### src/rtl/booth_r4_mul_seq.sv
// Iterative radix-4 Booth multiplier for the MULT/MULTU path.
// It retires DIGITS_PER_CYCLE Booth digits per clock and uses valid/ready handshakes on both sides.
module booth_r4_mul_seq #(
   parameter int WIDTH            = 32,
   parameter int DIGITS_PER_CYCLE = 1
) (
   input  logic               clk,
   input  logic               rst_n,
   input  logic               in_valid,
   output logic               in_ready,
   input  logic               in_signed,
   input  logic [WIDTH-1:0]   multiplicand,
   input  logic [WIDTH-1:0]   multiplier,
   input  logic               flush,
   output logic               out_valid,
   input  logic               out_ready,
   output logic [2*WIDTH-1:0] product,
   output logic               busy
);

   localparam int N_DIG = WIDTH / 2 + 1;
   localparam int C_CYC = (N_DIG + DIGITS_PER_CYCLE - 1) / DIGITS_PER_CYCLE;
   localparam int AW    = 2 * WIDTH + 2;
   localparam int BQW   = 2 * C_CYC * DIGITS_PER_CYCLE + 1;
   localparam int CW    = $clog2(C_CYC + 1);
   localparam int SH    = 2 * DIGITS_PER_CYCLE;
   localparam logic [CW-1:0] C_LAST = CW'(C_CYC);

   typedef enum logic [1:0] {
      S_IDLE = 2'd0,
      S_CALC = 2'd1,
      S_DONE = 2'd2
   } state_t;

   state_t               state_r;
   logic [AW-1:0]        am_r;
   logic [BQW-1:0]       bq_r;
   logic [AW-1:0]        acc_r;
   logic [CW-1:0]        count_r;
   logic [2*WIDTH-1:0]   product_r;
   logic                 out_valid_r;
   logic                 in_ready_r;
   logic                 busy_r;
   logic [AW-1:0]        acc_next_s;
   logic [AW:0]          term_s;
   logic [AW-1:0]        a_ext_s;
   logic [BQW-1:0]       b_ext_s;

   // Returns {carry_in, term}: the term is the one's complement when the digit is negative.
   function automatic logic [AW:0] booth_term(input logic [2:0] sel, input logic [AW-1:0] a);
      logic [AW-1:0] mag;
      logic          neg;
      case (sel)
         3'b001, 3'b010: begin mag = a;                neg = 1'b0; end
         3'b011:         begin mag = a << 1;           neg = 1'b0; end
         3'b100:         begin mag = a << 1;           neg = 1'b1; end
         3'b101, 3'b110: begin mag = a;                neg = 1'b1; end
         default:        begin mag = {AW{1'b0}};       neg = 1'b0; end
      endcase
      return {neg, (neg ? ~mag : mag)};
   endfunction

   // Extends the operands straight to their working widths; bq carries an implicit B[-1]=0 at bit 0.
   always_comb begin
      a_ext_s = {{(AW - WIDTH){in_signed & multiplicand[WIDTH-1]}}, multiplicand};
      b_ext_s = {{(BQW - 1 - WIDTH){in_signed & multiplier[WIDTH-1]}}, multiplier, 1'b0};
   end

   // Accumulates the terms of this cycle's digit window; sign-filled digits past N-1 decode to 0.
   always_comb begin
      acc_next_s = acc_r;
      term_s     = {(AW + 1){1'b0}};
      for (int j = 0; j < DIGITS_PER_CYCLE; j++) begin
         term_s     = booth_term(bq_r[2*j +: 3], am_r << (2 * j));
         acc_next_s = acc_next_s + term_s[AW-1:0] + {{(AW - 1){1'b0}}, term_s[AW]};
      end
   end

   // Control FSM and datapath registers.
   always_ff @(posedge clk or negedge rst_n) begin
      if (!rst_n) begin
         state_r     <= S_IDLE;
         am_r        <= {AW{1'b0}};
         bq_r        <= {BQW{1'b0}};
         acc_r       <= {AW{1'b0}};
         count_r     <= {CW{1'b0}};
         product_r   <= {(2 * WIDTH){1'b0}};
         out_valid_r <= 1'b0;
         in_ready_r  <= 1'b1;
         busy_r      <= 1'b0;
      end else begin
         case (state_r)
            S_IDLE: begin
               if (!flush && in_valid) begin
                  am_r       <= a_ext_s;
                  bq_r       <= b_ext_s;
                  acc_r      <= {AW{1'b0}};
                  count_r    <= {CW{1'b0}};
                  state_r    <= S_CALC;
                  in_ready_r <= 1'b0;
                  busy_r     <= 1'b1;
               end
            end
            S_CALC: begin
               if (flush) begin
                  state_r    <= S_IDLE;
                  in_ready_r <= 1'b1;
                  busy_r     <= 1'b0;
               end else if (count_r == C_LAST) begin
                  product_r   <= acc_r[2*WIDTH-1:0];
                  out_valid_r <= 1'b1;
                  state_r     <= S_DONE;
               end else begin
                  acc_r   <= acc_next_s;
                  am_r    <= am_r << SH;
                  bq_r    <= $unsigned($signed(bq_r) >>> SH);
                  count_r <= count_r + CW'(1);
               end
            end
            S_DONE: begin
               // The product register is kept on exit; only its valid flag drops.
               if (flush || out_ready) begin
                  out_valid_r <= 1'b0;
                  state_r     <= S_IDLE;
                  in_ready_r  <= 1'b1;
                  busy_r      <= 1'b0;
               end
            end
            default: begin
               state_r     <= S_IDLE;
               out_valid_r <= 1'b0;
               in_ready_r  <= 1'b1;
               busy_r      <= 1'b0;
            end
         endcase
      end
   end

   assign in_ready  = in_ready_r;
   assign out_valid = out_valid_r;
   assign product   = product_r;
   assign busy      = busy_r;

endmodule
### config.mk
export PLATFORM = sky130hd
export DESIGN_NAME = booth_r4_mul_seq
export DESIGN_NICKNAME = d
export VERILOG_FILES = /design/src/rtl/booth_r4_mul_seq.sv
export SDC_FILE = /design/constraint.sdc
export NUM_CORES = 1
export LEC_CHECK = 0
export CAP_MARGIN = 20
export CORE_AREA = 2 2 190 192
export CTS_BUF_LIST = sky130_fd_sc_hd__clkbuf_2 sky130_fd_sc_hd__clkbuf_4 sky130_fd_sc_hd__clkbuf_8
export DETAILED_ROUTE_END_ITERATION = 8
export DIE_AREA = 0 0 192 194
export DONT_BUFFER_PORTS = 1
export GPL_ROUTABILITY_DRIVEN = 0
export PLACE_DENSITY = 0.65
export SYNTH_ARGS = -nofsm -noshare
export SYNTH_HDL_FRONTEND = slang
export SYNTH_SLANG_ARGS = --single-unit
### constraint.sdc
create_clock -name clk -period 5.9 [get_ports clk]
set_clock_uncertainty 0.15 [all_clocks]
set_input_delay 1.18 -clock clk [delete_from_list [all_inputs] [get_ports clk]]
set_output_delay 1.18 -clock clk [all_outputs]
set_load 0.01 [all_outputs]
======== Word-level counts from Yosys, hierarchy flattened ========
Cells that the tools add are included.
operators by class
  muxes and demuxes ....................... 35
  reduce and logical (&&, ||, !) cells .... 14
  eq/ne operators ......................... 16
  bitwise operators ....................... 6
  add/subtract/negate cells ............... 3
operator list
  cell                   count
  $mux W66               7
  $pmux W66 S2           3
  $pmux W35 S2           1
  $mux W34               2
  $add A66 B1 Y66        1
  $add A66 B66 Y66       1
  $not A66 Y66           1
  $mux W35               1
  $mux W5                3
  $ne A2 B2 Y1 const B   6
  $reduce_and A3 Y1      4
  $pmux W5 S2            1
  $eq A3 B3 Y1 const B   3
  $mux W1                9
  $pmux W1 S3            3
  $mux W2                4
  $reduce_and A4 Y1      2
  $eq A3 B2 Y1 const B   2
  $pmux W2 S3            1
  $add A5 B1 Y5 const B  1
  $eq A5 B5 Y1 const B   1
  $reduce_or A4 Y1       1
  $eq A3 B1 Y1 const B   1
  $ne A3 B3 Y1 const B   1
  11 further kinds       14
word-level totals
  output and inout bits ................... 67
  flip-flop bits (word level) ............. 241
  input bits .............................. 70

======== Logic depth before layout (Yosys ltp) ========
Gate-level depths: netlist (run 1).
  depth in word-level cells ............... 10
  depth in mapped cells ................... 18

======== Worst setup path after synthesis (run 1) ========
No wires, ideal clock.
  path kind ............................... register to register
  start point ............................. reg bq_r[2]
  end point ............................... reg acc_r[55]
  arrival time ............................ 4.130 ns
  buffers on the path ..................... 3
  stages on the path, launching flop included .. 18
  period minus slack after synthesis ...... 4.411 ns
  data required time ...................... 5.620 ns
  path slack .............................. 1.489 ns
  cell sequence ........................... dfrtp_1 -> clkbuf_1 -> buf_1 -> buf_1 -> xor2_1 -> a22oi_1 -> o21ai_0 -> ha_1 -> a21oi_1 -> nor2_1 -> a2111oi_2 -> a2111oi_4 -> a211oi_2 -> a31oi_4 -> a221oi_1 -> o21ai_1 -> xnor2_1 -> o21ai_1
on the way
  word-level cells in the longest chain between the ends .. 10
ends and longest elaborated chain
  item                                                                   RTL line  text
  start, declared                                                        37        logic [BQW-1:0] bq_r;
  start signal, assigned                                                 84        bq_r <= {BQW{1'b0}};
  start signal, assigned                                                 96        bq_r <= b_ext_s;
  start signal, assigned                                                 116       bq_r <= $unsigned($signed(bq_r) >>> SH);
  $eq A3 B3 Y1, or another cell as far along                             53        case (sel)
  $reduce_or A4 Y1 (no source line) or $reduce_or A2 Y1 (tied branches)  -
  $pmux W66 S2                                                           53
  $not A66 Y66                                                           60        return {neg, (neg ? ~mag : mag)};
  $mux W66                                                               60
  $add A66 B66 Y66                                                       75        acc_next_s = acc_next_s + term_s[AW-1:0] + {{(AW - 1){1'b0}}, term_s[AW]};
  $add A66 B1 Y66 (*)                                                    75
  $mux W66 (*)                                                           109       end else if (count_r == C_LAST) begin
  $mux W66 (*)                                                           105       if (flush) begin
  $pmux W66 S2 (*)                                                       92        case (state_r)
  end signal, assigned                                                   85        acc_r <= {AW{1'b0}};
  end signal, assigned                                                   97        acc_r <= {AW{1'b0}};
  end signal, assigned                                                   114       acc_r <= acc_next_s;
  end, declared                                                          38        logic [AW-1:0] acc_r;
Every way passes the cells marked *; elsewhere a longest branch is shown, timed or not. The select of a mux whose other input is x is not followed.
A chain may end at the register's enable or synchronous reset.

======== Final worst setup path (run 1) ========
  start point ............................. reg bq_r[2]
  end point ............................... reg acc_r[58]
Same word-level chain as after synthesis.

==> results.json, run 1 <==
{
  "synth_flop_cell": "dfrtp_1",
  "layout_commonest_cell": "nand2_1",
  "dpl_cell_area_um2": 15000,
  "finalInstanceArea_um2": 15970,
  "first_pass_iters": 7,
  "io_pins": 137,
  "clk_latency_ns": 0.58,
  "worst_pin_slew_ns": 1.121,
  "grt_pass1_wl_mm": 62.91,
  "dp_hpwl_mm": 26.55,
  "cts_resized": 0,
  "dp_slack_ns": 0.8560,
  "arrival_ns": 5.40,
  "cts_tree": "done",
  "avgRoutedWirePerCell_um": 18.32,
  "required_ns": 6.26,
  "fmax_ghz": 0.1985,
  "cap_violations": 0,
  "fin_ws_ns": 0.8620,
  "cts_buffer_depth": 3,
  "whs_ns": 0.1695,
  "finalCritPeriodShare_pct": 85.39,
  "layout.nets": 1745,
  "fin_crit_ns": 5.038,
  "yosysSeqAreaShare_pct": 40.50,
  "clockPowerShare_pct": 22.1,
  "crit_path_start_kind": "flip-flop",
  "critPathSlowestCell": "dfrtp_4",
  "groute.usage.overall_pct": 20.77,
  "initial_core_util_pct": 41.58,
  "end_kind": "flip-flop",
  "synth_nets": 1793,
  "die-area_um2": 37250,
  "synth.distinct_cells": 68,
  "slew_headroom_pct": 25.25,
  "synth_adder_area_share_pct": 6.876,
  "final_cells": 2090,
  "setup_viol": 0,
  "critPathMaxFanout": 28,
  "cp_top_family": "compound AO/OA/AOI/OAI gates",
  "synth_cells": 1644,
  "async_flop_share_pct": 100.0,
  "postCtsHoldBufs": 0,
  "grt_max_degree": 238,
  "postLayoutCoreUtil_pct": 45.35,
  "critical-path-max-stage-delay_ns": 0.69,
  "vias_per_cell": 5.786,
  "die_h_um": 194,
  "antenna_found_initial": 1,
  "grt-ovfl-total": 0,
  "tns_ns": 0,
  "comb_power_share_pct": 46.7,
  "fillers": 3400,
  "syn_area_um2": 14650,
  "grt_pass1_vias": 11790,
  "p_switching_mw": 3.388,
  "drt_iter0_markers": 1126,
  "synth-seq-cells": 237,
  "ir_worst_vdd_v": 0.0002098,
  "p_sw_share_pct": 43.24,
  "synth_warnings": 0,
  "clk_pin_slew_worst_paths_ns": 0.06,
  "io_buffers": 0,
  "synth_mux_area_share_pct": 4.912,
  "critical_path_class": "flip-flop to flip-flop",
  "synthSimpleGateAreaFrac_pct": 13.06,
  "drive_above_1_share_pct": 11.12,
  "ctsHtreeMaxLevel": 2,
  "powerDensity_nw_per_um2": 490.6,
  "holdCritPathClass": "input pin to asynchronous set/reset pin",
  "slew_violations": 0,
  "drc": 0,
  "critical_path_buf_inv_count": 1,
  "finalHoldViolations": 0,
  "leakage_nw": 7.338,
  "power_mw": 7.836,
  "syn_to_final_growth_pct": 9.055,
  "cts_root_buffer": "clkbuf_8",
  "cts.sinks": 237,
  "timing.rr.start": "bq_r[2]",
  "numCtsBuffers": 44,
  "avgSynthCellArea_um2": 8.910,
  "die_x_um": 192,
  "power.share.sequential_pct": 31.2,
  "vias": 12090,
  "wl_mm": 38.29,
  "rsz0062_at_grt": "no",
  "synth_top_family_by_area": "compound AO/OA/AOI/OAI gates",
  "internal-power_mw": 4.448,
  "cp_cell_sequence": "nand2_1 > o21ai_0 > inv_1 > fa_1 > nor2b_1 > o2111ai_1 > a2111oi_0 > o21ai_1 > a21oi_1 > o2111ai_1 > nand2_1 > a21oi_1 > or4b_1 > nand3_1",
  "synth-compound-area-share_pct": 23.47,
  "antenna_left": 0,
  "status": "finished, final reports clean",
  "synth-xor-area-share_pct": 7.414,
  "placed_cells_incl_taps": 2011,
  "post_cts_buffers": 0,
  "final_cell_mix": "249 x nand2_1, 235 x dfrtp_1, 176 x o21ai_0, 115 x a21oi_1, 97 x nor2_1",
  "num_rows": 69,
  "startpoint": "bq_r[2]",
  "synth_edf_count": 0,
  "core_um2": 35220
}
## worst reg2reg max path: stages (launching register included)
cell and delay [ns]:
dfrtp_4 0.69, nand2_1 0.55, o21ai_0 0.44, inv_1 0.11, fa_1 0.41, nor2b_1 0.20
o2111ai_1 0.20, a2111oi_0 0.65, o21ai_1 0.26, a21oi_1 0.28, o2111ai_1 0.16, nand2_1 0.15
a21oi_1 0.17, or4b_1 0.49, nand3_1 0.07
## layer usage
metal / up-vias / part of all wire [%] / wire length [um] / global-route usage [%]
li1: 5848 / - / - / -
met1: 5807 / 45 / 17400 / 28.87
met2: 372 / 45 / 17260 / 32.45
met3: 65 / 6.9 / 2659 / 4.163
met4: 0 / 2.5 / 969 / 6.644
met5: - / 0 / 0 / 0
## power by group through the flow
| stage | Combinational, mW | Sequential [mW] | Clock [mW] |
|---|---|---|---|
| 3_5_place_dp | 3.60 | 2.48 | 0 |
| 5_1_grt | 4.10 | 2.52 | 1.86 |
| 2_1_floorplan | 2.92 | 2.28 | 0 |
| 3_3_place_gp | 3.54 | 2.46 | 0 |
| 4_1_cts | 3.62 | 2.45 | 1.79 |
| 6_report | 3.66 | 2.45 | 1.73 |
## layout make-up
cell class | count | area, um^2 | share of cell area, %
timing repair buffer | 15 | 112.6 | 0.7049
clock buffer | 66 | 858.3 | 5.373
inverter | 38 | 142.6 | 0.8929
tap | 461 | 576.8 | 3.611
clock inverter | 12 | 115.1 | 0.7206
antenna | 1 | 2.502 | 0.01567
sequential | 237 | 5936 | 37.16
multi-input combinational | 1260 | 8230 | 51.52
## state kept, by name, summed over array words and instances (netlist names), 2 cells and up
register	cells
count_r	5
am_r	64
state_r	2
product	64
acc_r	64
bq_r	35
## Yosys cell counts (9+ instances only)
library cell  instances  area share, %
a21o_1               32            1.6
o21ai_1              13           0.44
a21oi_1             115            3.9
mux2_2               63            4.8
nand4_1              23           0.98
xor2_1               89            5.3
nor2b_1               9           0.38
xnor2_1              35            2.1
nor2_1               98            2.5
a222oi_1             18            1.2
o21ai_0             176            6.0
nand2_1             250            6.4
nor3_1               11           0.38
a31oi_1              53            2.3
o21bai_1              9           0.46
ha_1                 78            6.7
dfrtp_1             236             40
inv_1                38           0.97
nand3_1              13           0.44
a22oi_1              62            3.2
clkbuf_1            101            2.6
## worst paths after layout
path | to | slack [ns] | depth (start not counted)
min in group clk | bq_r[3] | 0.34 | 2
hold reg to reg | bq_r[3] | 0.34 | 2
setup reg to reg | acc_r[58] | 0.86 | 14
setup / recovery | acc_r[58] | 0.86 | 14
max in group asynchronous | bq_r[6] | 5.03 | 0
hold / removal | product[12] | 0.17 | 0
## kinds of logic after synthesis
group           Yosys count
compound gates          547
xor+xnor                124
fa+ha+maj                80
buf+inv                 147
flops                   237
mux                      64
simple gates            445
Power figures use the tool's default switching activity.
==> inputs of run 2 (changes only) <==
CAP_MARGIN = 10   (was 20)
==> results of run 2 <==
No change in the layout: final DEF, timing and power equal those of run 1.
